### src/rtl/serial_substractor_pkg.sv
// Shared definitions for the bit-serial subtractor.
//   sub_state_t       : 2-bit FSM state encoding (IDLE, RUN, DONE)
//   SUB_WIDTH_DEFAULT : default operand/result width in bits
package serial_sub_pkg;

  localparam int unsigned SUB_WIDTH_DEFAULT = 8;

  typedef enum logic [1:0] {
    IDLE = 2'd0,
    RUN  = 2'd1,
    DONE = 2'd2
  } sub_state_t;

endpackage

### src/rtl/serial_substractor_full_substractor.sv
// 1-bit full subtractor: d = a - b - bin, with borrow out.
// Ports:
//   i_a, i_b : operand bits
//   i_bin    : borrow in
//   o_d      : difference bit
//   o_bout   : borrow out
module full_substractor (
  input  logic i_a,
  input  logic i_b,
  input  logic i_bin,
  output logic o_d,
  output logic o_bout
);

  assign o_d    = i_a ^ i_b ^ i_bin;
  assign o_bout = (~i_a & i_b) | (~(i_a ^ i_b) & i_bin);

endmodule

### src/rtl/serial_substractor.sv
// Bit-serial unsigned subtractor: diff = a - b, one bit per clock, LSB first.
// A start accepted in IDLE captures a/b; WIDTH cycles later done pulses for
// one cycle with diff/b_out updated. diff/b_out hold until the next done.
// Ports:
//   clk, rst_n : clock, asynchronous active-low reset
//   start      : begin a subtraction (accepted only when idle)
//   a, b       : minuend, subtrahend (captured at the start-accept edge)
//   busy       : high while bits are being processed
//   done       : single-cycle pulse, diff/b_out valid
//   diff       : result a-b (mod 2^WIDTH)
//   b_out      : final borrow, 1 when a < b
// Build option: SERIAL_SUB_SATURATE_EN -- when defined, diff saturates to 0
// whenever the final borrow is 1 (b_out still reports 1).
module serial_substractor
  import serial_sub_pkg::*;
#(
  parameter int WIDTH = SUB_WIDTH_DEFAULT
) (
  input  logic             clk,
  input  logic             rst_n,
  input  logic             start,
  input  logic [WIDTH-1:0] a,
  input  logic [WIDTH-1:0] b,
  output logic             busy,
  output logic             done,
  output logic [WIDTH-1:0] diff,
  output logic             b_out
);

  localparam int CW = $clog2(WIDTH + 1);
  localparam logic [CW-1:0] LAST_BIT = CW'(WIDTH - 1);

  sub_state_t       r_state;
  sub_state_t       w_state_next;
  logic [WIDTH-1:0] r_a;
  logic [WIDTH-1:0] r_b;
  logic [WIDTH-1:0] r_res;
  logic [WIDTH-1:0] r_diff;
  logic             r_b_out;
  logic             r_borrow;
  logic [CW-1:0]    r_cnt;

  logic             w_d;
  logic             w_bout;
  logic             w_last;
  logic             w_busy;
  logic             w_done;
  logic [WIDTH-1:0] w_res_next;
  logic [WIDTH-1:0] w_diff_final;

  full_substractor u_fs (
    .i_a   (r_a[0]),
    .i_b   (r_b[0]),
    .i_bin (r_borrow),
    .o_d   (w_d),
    .o_bout(w_bout)
  );

  assign w_last     = (r_cnt == LAST_BIT);
  // Result fills from the MSB side so the last bit lands in bit WIDTH-1.
  assign w_res_next = {w_d, r_res[WIDTH-1:1]};

`ifdef SERIAL_SUB_SATURATE_EN
  assign w_diff_final = w_bout ? '0 : w_res_next;
`else
  assign w_diff_final = w_res_next;
`endif

  always_ff @(posedge clk or negedge rst_n) begin
    if (!rst_n) r_state <= IDLE;
    else        r_state <= w_state_next;
  end

  always_comb begin
    w_state_next = r_state;
    w_busy       = 1'b0;
    w_done       = 1'b0;
    case (r_state)
      IDLE: if (start) w_state_next = RUN;
      RUN: begin
        w_busy = 1'b1;
        if (w_last) w_state_next = DONE;
      end
      DONE: begin
        w_done       = 1'b1;
        w_state_next = IDLE;
      end
      default: w_state_next = IDLE;
    endcase
  end

  always_ff @(posedge clk or negedge rst_n) begin
    if (!rst_n) begin
      r_a      <= '0;
      r_b      <= '0;
      r_res    <= '0;
      r_diff   <= '0;
      r_b_out  <= 1'b0;
      r_borrow <= 1'b0;
      r_cnt    <= '0;
    end else begin
      case (r_state)
        IDLE: begin
          if (start) begin
            r_a      <= a;
            r_b      <= b;
            r_borrow <= 1'b0;
            r_cnt    <= '0;
          end
        end
        RUN: begin
          r_a      <= r_a >> 1;
          r_b      <= r_b >> 1;
          r_borrow <= w_bout;
          r_res    <= w_res_next;
          if (w_last) begin
            r_cnt   <= '0;
            r_diff  <= w_diff_final;
            r_b_out <= w_bout;
          end else begin
            r_cnt <= r_cnt + CW'(1);
          end
        end
        default: ;
      endcase
    end
  end

  assign busy  = w_busy;
  assign done  = w_done;
  assign diff  = r_diff;
  assign b_out = r_b_out;

endmodule

### config.mk
export PLATFORM = sky130hd
export DESIGN_NAME = serial_substractor
export DESIGN_NICKNAME = d
export VERILOG_FILES = /design/src/rtl/serial_substractor_pkg.sv /design/src/rtl/serial_substractor_full_substractor.sv /design/src/rtl/serial_substractor.sv
export SDC_FILE = /design/constraint.sdc
export NUM_CORES = 1
export LEC_CHECK = 0
export ABC_AREA = 1
export CAP_MARGIN = 20
export CORE_ASPECT_RATIO = 1.25
export CORE_MARGIN = 5
export CORE_UTILIZATION = 56
export DETAILED_ROUTE_END_ITERATION = 7
export PLACE_DENSITY_LB_ADDON = 0.3
export SLEW_MARGIN = 40
export SYNTH_ARGS = -nofsm -noshare
export SYNTH_HDL_FRONTEND = slang
export SYNTH_SLANG_ARGS = --single-unit
### constraint.sdc
create_clock -name clk -period 3.8 [get_ports clk]
set_input_delay 0.57 -clock clk [delete_from_list [all_inputs] [get_ports clk]]
set_output_delay 0.57 -clock clk [all_outputs]
set_load 0.01 [all_outputs]
Word level (Yosys, flattened, before mapping)
Index checks and enable logic that the tools add are counted.
{"block": "op_classes", "add_sub_neg": 1, "n_div": 0, "order_cmp": 0, "shifts": 0, "mux": 14, "n_mul": 0, "n_eq_ne": 5, "n_bitwise": 7, "n_reduce_logical": 5}
{"operator": "8-bit one-hot mux with 2 select lines", "n": 2}
{"operator": "8-bit 2-to-1 mux", "n": 2}
{"operator": "4-bit 2-to-1 mux", "n": 2}
{"operator": "4-bit one-hot mux with 2 select lines", "n": 1}
{"operator": "2-bit AND reduction", "n": 3}
{"operator": "4-bit by 1-bit adder with 4-bit output, second input constant", "n": 1}
{"operator": "4-bit by 3-bit equality test with 1-bit output, second input constant", "n": 1}
{"operator": "2-bit 2-to-1 mux", "n": 2}
{"operator": "2-bit inequality test, second input constant", "n": 2}
{"operator": "2-bit one-hot mux with 2 select lines", "n": 1}
{"operator": "1-bit 2-to-1 mux", "n": 3}
{"operator": "1-bit AND", "n": 2}
{"operator": "2-bit by 1-bit equality test with 1-bit output, second input constant", "n": 1}
{"operator": "2-bit equality test, second input constant", "n": 1}
{"operator": "2-bit zero test", "n": 1}
{"operator": "1-bit NOT", "n": 2}
{"operator": "1-bit one-hot mux with 2 select lines", "n": 1}
{"operator": "2-bit nonzero test", "n": 1}
{"operator": "1-bit bitwise XOR", "n": 2}
{"operator": "1-bit bitwise OR", "n": 1}
{"block": "word_totals", "wordCells": 40, "input_bits": 19, "memories": 0, "mem_bits_rw": 0, "output_inout_bits": 11, "rom_bits": 0, "regBits": 40, "latch_bits": 0}

Depth between registers and ports, before layout
{"block": "depth", "depth_word": 5, "ltp_mapped": 7, "mapped_depth_nobuf": 7}

Cells and area by module
A second synthesis with hierarchy kept.
{"block": "hier_totals", "hier_cells": 212, "hier_area_um2": 1843.0}
{"module": "serial_substractor", "area_each_um2": 1811.7, "seq_area_each_um2": 975.9, "cells_each": 208, "n_inst": 1}
{"module": "full_substractor", "area_each_um2": 31.3, "seq_area_each_um2": 0.0, "cells_each": 4, "n_inst": 1}

Worst setup path before layout
No wires, ideal clock.
{"block": "synth_path", "kind": "flip-flop to flip-flop", "from": "reg r_cnt[0]", "to": "reg r_diff[6], in the netlist diff[6]", "required_time_ns": 3.682, "t_arrival_ns": 1.189, "setup_time_ns": 0.118, "n_path_buf": 1, "period_less_slack_ns": 1.306, "stages_incl_launch_ff": 8, "path_slack_ns": 2.494, "path_cell_list": "dfrtp_1 -> ha_1 -> nand2_1 -> nor2_1 -> nand2_4 -> buf_6 -> nand2_1 -> o21ai_2"}
{"block": "synth_via", "elab_chain_cells": 2}
{"element": "from (decl)", "line_no": "serial_substractor.sv:41", "rtl": "logic [CW-1:0] r_cnt;"}
{"element": "from (signal assigned)", "line_no": "serial_substractor.sv:121", "rtl": "r_cnt <= r_cnt + CW'(1);"}
{"element": "4-bit by 3-bit equality test with 1-bit output", "line_no": "serial_substractor.sv:59", "rtl": "assign w_last = (r_cnt == LAST_BIT);"}
{"element": "2-bit AND reduction (no source line)"}
{"element": "to (signal assigned)", "line_no": "serial_substractor.sv:118", "rtl": "r_diff <= w_diff_final;"}
{"element": "to (decl)", "line_no": "serial_substractor.sv:38", "rtl": "logic [WIDTH-1:0] r_diff;"}
Every way passes these cells.
A chain may end at the register's enable or synchronous reset.

Final worst setup path
{"block": "layout_path", "from": "reg r_state[1]", "to": "out done"}
{"block": "layout_via", "elab_chain_cells": 2}
{"element": "from (decl)", "line_no": "serial_substractor.sv:33", "rtl": "sub_state_t r_state;"}
{"element": "from (signal assigned)", "line_no": "serial_substractor.sv:71", "rtl": "else r_state <= w_state_next;"}
{"element": "2-bit equality test", "line_no": "serial_substractor.sv:78", "rtl": "case (r_state)"}
{"element": "1-bit 2-to-1 mux", "line_no": "serial_substractor.sv:78"}
{"element": "to (decl)", "line_no": "serial_substractor.sv:25", "rtl": "output logic done,"}
Every way passes these cells.

==> impl_results.md <==
- Critical path's slowest cell: clkdlybuf4s50_1
- CP peak stage delay: 0.55 ns
- Site row count: 23
- Period utilization: 0.5593
- Slew HR: 0.6810
- R2r setup slk: 2.21 ns
- Dpl cell area: 2113 sq um
- Sw frac: 0.3939
- Hold Vio Cnt, Final: 0
- Clock Skew: 0.001597 ns
- Initial antenna violation count: 0
- # hold bufs at CTS: 0
- Power Density: 818.6 nW/um^2
- GRT Util Overall: 0.1517
- P_sw: 0.7076 mW
- Post-Syn Instances: 212
- CTS Buf Count: 5
- Total core area: 3194 sq um
- Fraction of layout cells with a size suffix above 1: 0.1245
- WP buf/inv: 2
- Crit path DAT: 1.56 ns
- Worst flop-to-flop path startpoint: r_state[1]
- Internal Power: 1.089 mW
- Drt initial violations: 61
- CP Launch Type: register
- Logic gate share of total power: 0.441
- Vias in the first global route: 1249
- RSZ-0062 raised after global routing: no
- Area grow syn2layout: 18.91%
- Die Height: 74.19 microns
- Met2 Usage GRT: 0.2576
- Worst Max-Slew Pin Slew: 0.4785 ns
- Port-buffer cells: 29
- Met1 usage: 0.1725
- Power share of the sequential group: 0.414
- Reg2reg end: r_b[4]
- Filler Cell Count: 265
- Sequential cell area fraction in the yosys report: 0.5288
- Worst-Skew Late Latency: 0.29 ns
- Nets: 261
- Worst Reg-to-Reg Cells: 6
- Root Buffer: clkbuf_8
- Post-DP HPWL: 2.079 mm
- Flops & latches, synth: 39
- Post-synth cell types: 20
- Met3 Use GR: 0.05208
- H-tree levels: 2
- Wire length per cell: 10.95 microns
- Max frequency: 470.5 MHz
- Worst Path Required: 3.23 ns
- Worst setup EP type: primary output
- Netlist Area Pre-Place: 1846 sq um
- DIE WIDTH: 61.35 microns
- TritonCTS Sinks: 39
- Synth Warn #: 0
- Die ar.: 4551 sq um
- Post-CTS Setup Inserts: 0
- Placer Congestion: 0.8206
- Final setup TNS: 0 ns
- Critical path origin: r_state[1]
- Max Cap Viol: 0
- Clock slew at reported path FFs: 0.07 ns
- Syn Area/Cell: 8.705 sq um
- Crit path max fanout: 4
- Post-synth net total: 233
- Routed via count: 1349
- Worst path cell trace: inv_2 -> nor2_1 -> clkdlybuf4s50_1
- Number of top-level pins: 30
- Initial Utilization: 0.5778
- VDD IR max: 0.0005483 V
- Slew Limit Fails: 0
- CP Depth: 3
- Post-DRT Antenna Nets: 0
- Largest net degree at the start of global routing: 43
- GR peak layer: met2
- Status: complete, no violations
- Total iterations of the first detailed-routing run: 4
- # DRC: 0
- CP delay by family, top: buffers and inverters
- Global-route wire length before repair: 5.099 mm
- Number of gates resized after cts: 0
- GRT overflow: 0
- CP endpoint: done
- Vias per Instance: 4.853
- P_leak: 1.105 nW
- CP Class: register to primary output
- # diodes: 0
- Clk network pwr share: 0.145
- Design Area, Final: 2195 sq um
- Min-Delay Path Class: input pin to async pin
- Post-layout minimum cycle time: 2.125 ns
- Clock buffer depth: 2
- CTS tree: built
- Setup violations, final: 0
- Routed wire length: 3.044 mm
through the flow:
step                        util  total power [mW]  worst slack (ns)  std cells  hold slack [ns]
final                     0.6870             1.797             1.675        278           0.2427
after floorplan                -             1.342             2.494        212           0.2744
after detailed placement  0.6616             1.557             1.989        270           0.4684
after CTS                 0.6870             1.825             1.667        278           0.2536
after global routing      0.6870             1.967             1.633        278           0.2749
after global placement    0.6608             1.526             2.007        270           0.4642
kinds of logic (layout without fill, tap and decap cells):
logic type | after synthesis | in the layout | share of synthesized area
DFF | 39 | 39 | 0.5288
buffers and inverters | 37 | 66 | 0.09763
AOI/OAI and AO/OA | 36 | 36 | 0.1308
adders and majority gates | 2 | 2 | 0.01763
and+or+nand+nor | 98 | 98 | 0.2251
placed cells by master (no fill, tap or decap), types with 2 or more instances in the layout:
| master | Yosys | routed |
|---|---|---|
| nand2_4 | 3 | 3 |
| dfrtp_1 | 39 | 39 |
| inv_2 | 2 | 2 |
| o21ai_2 | 16 | 16 |
| clkdlybuf4s50_1 | 0 | 28 |
| clkbuf_8 | 0 | 5 |
| nand3_1 | 5 | 5 |
| nand2_1 | 71 | 71 |
| nor2_1 | 17 | 17 |
| clkbuf_1 | 0 | 2 |
| inv_1 | 26 | 26 |
| o21ai_0 | 9 | 9 |
| o21ai_1 | 9 | 9 |
power by group through the flow:
| stage | clock (mW) | sequential (mW) | combinational, mW |
|---|---|---|---|
| 6_report | 0.260 | 0.745 | 0.792 |
| 5_1_grt | 0.289 | 0.767 | 0.911 |
| 4_1_cts | 0.272 | 0.745 | 0.808 |
| 3_5_place_dp | 0 | 0.751 | 0.806 |
| 3_3_place_gp | 0 | 0.743 | 0.783 |
| 2_1_floorplan | 0 | 0.752 | 0.591 |
routing by layer:
| metal | vias up | routed length, microns |
|---|---|---|
| li1 | 711 | - |
| met1 | 599 | 1333 |
| met2 | 33 | 1480 |
| met3 | 6 | 178 |
| met4 | 0 | 51 |
| met5 | - | 0 |
final cells by class:
| type | count | area, sq um | share of cell area |
|---|---|---|---|
| Tap cell | 37 | 46.29 | 0.02109 |
| Timing Repair Buffer | 29 | 287.8 | 0.1311 |
| Inverter | 29 | 113.9 | 0.05188 |
| Multi-Input combinational cell | 136 | 689.4 | 0.3141 |
| Clock inverter | 1 | 5.005 | 0.002281 |
| Sequential cell | 39 | 975.9 | 0.4447 |
| Clock buffer | 7 | 76.32 | 0.03478 |
synthesized netlist by cell type, drive strengths merged:
library cell,instances,area [sq um]
nand2,74,300.3
dfrtp,39,975.9
o21ai,34,230.2
inv,29,113.9
nor2,18,83.83
buf,8,66.31
nand3,5,25.02
a21oi,1,5.000
fa,1,20.02
ha,1,12.51
nand4,1,6.260
o22ai,1,6.260
registers in the layout, indices dropped and copies added, names as in the netlist:
register  count
diff          8
r_a           8
r_b           8
r_res         7
r_cnt         4
r_state       2
b_out         1
r_borrow      1
worst min-delay path by stage:
stage	startpoint	end	slack (ns)	cells after the start
2_1_floorplan	rst_n	b_out	0.27	0
3_3_place_gp	diff[3]	diff[3]	0.46	2
3_5_place_dp	diff[5]	diff[5]	0.47	2
4_1_cts	rst_n	r_res[1]	0.25	1
5_1_grt	rst_n	diff[7]	0.27	1
6_report	rst_n	r_state[1]	0.24	1
(Power assumes the default switching activity.)
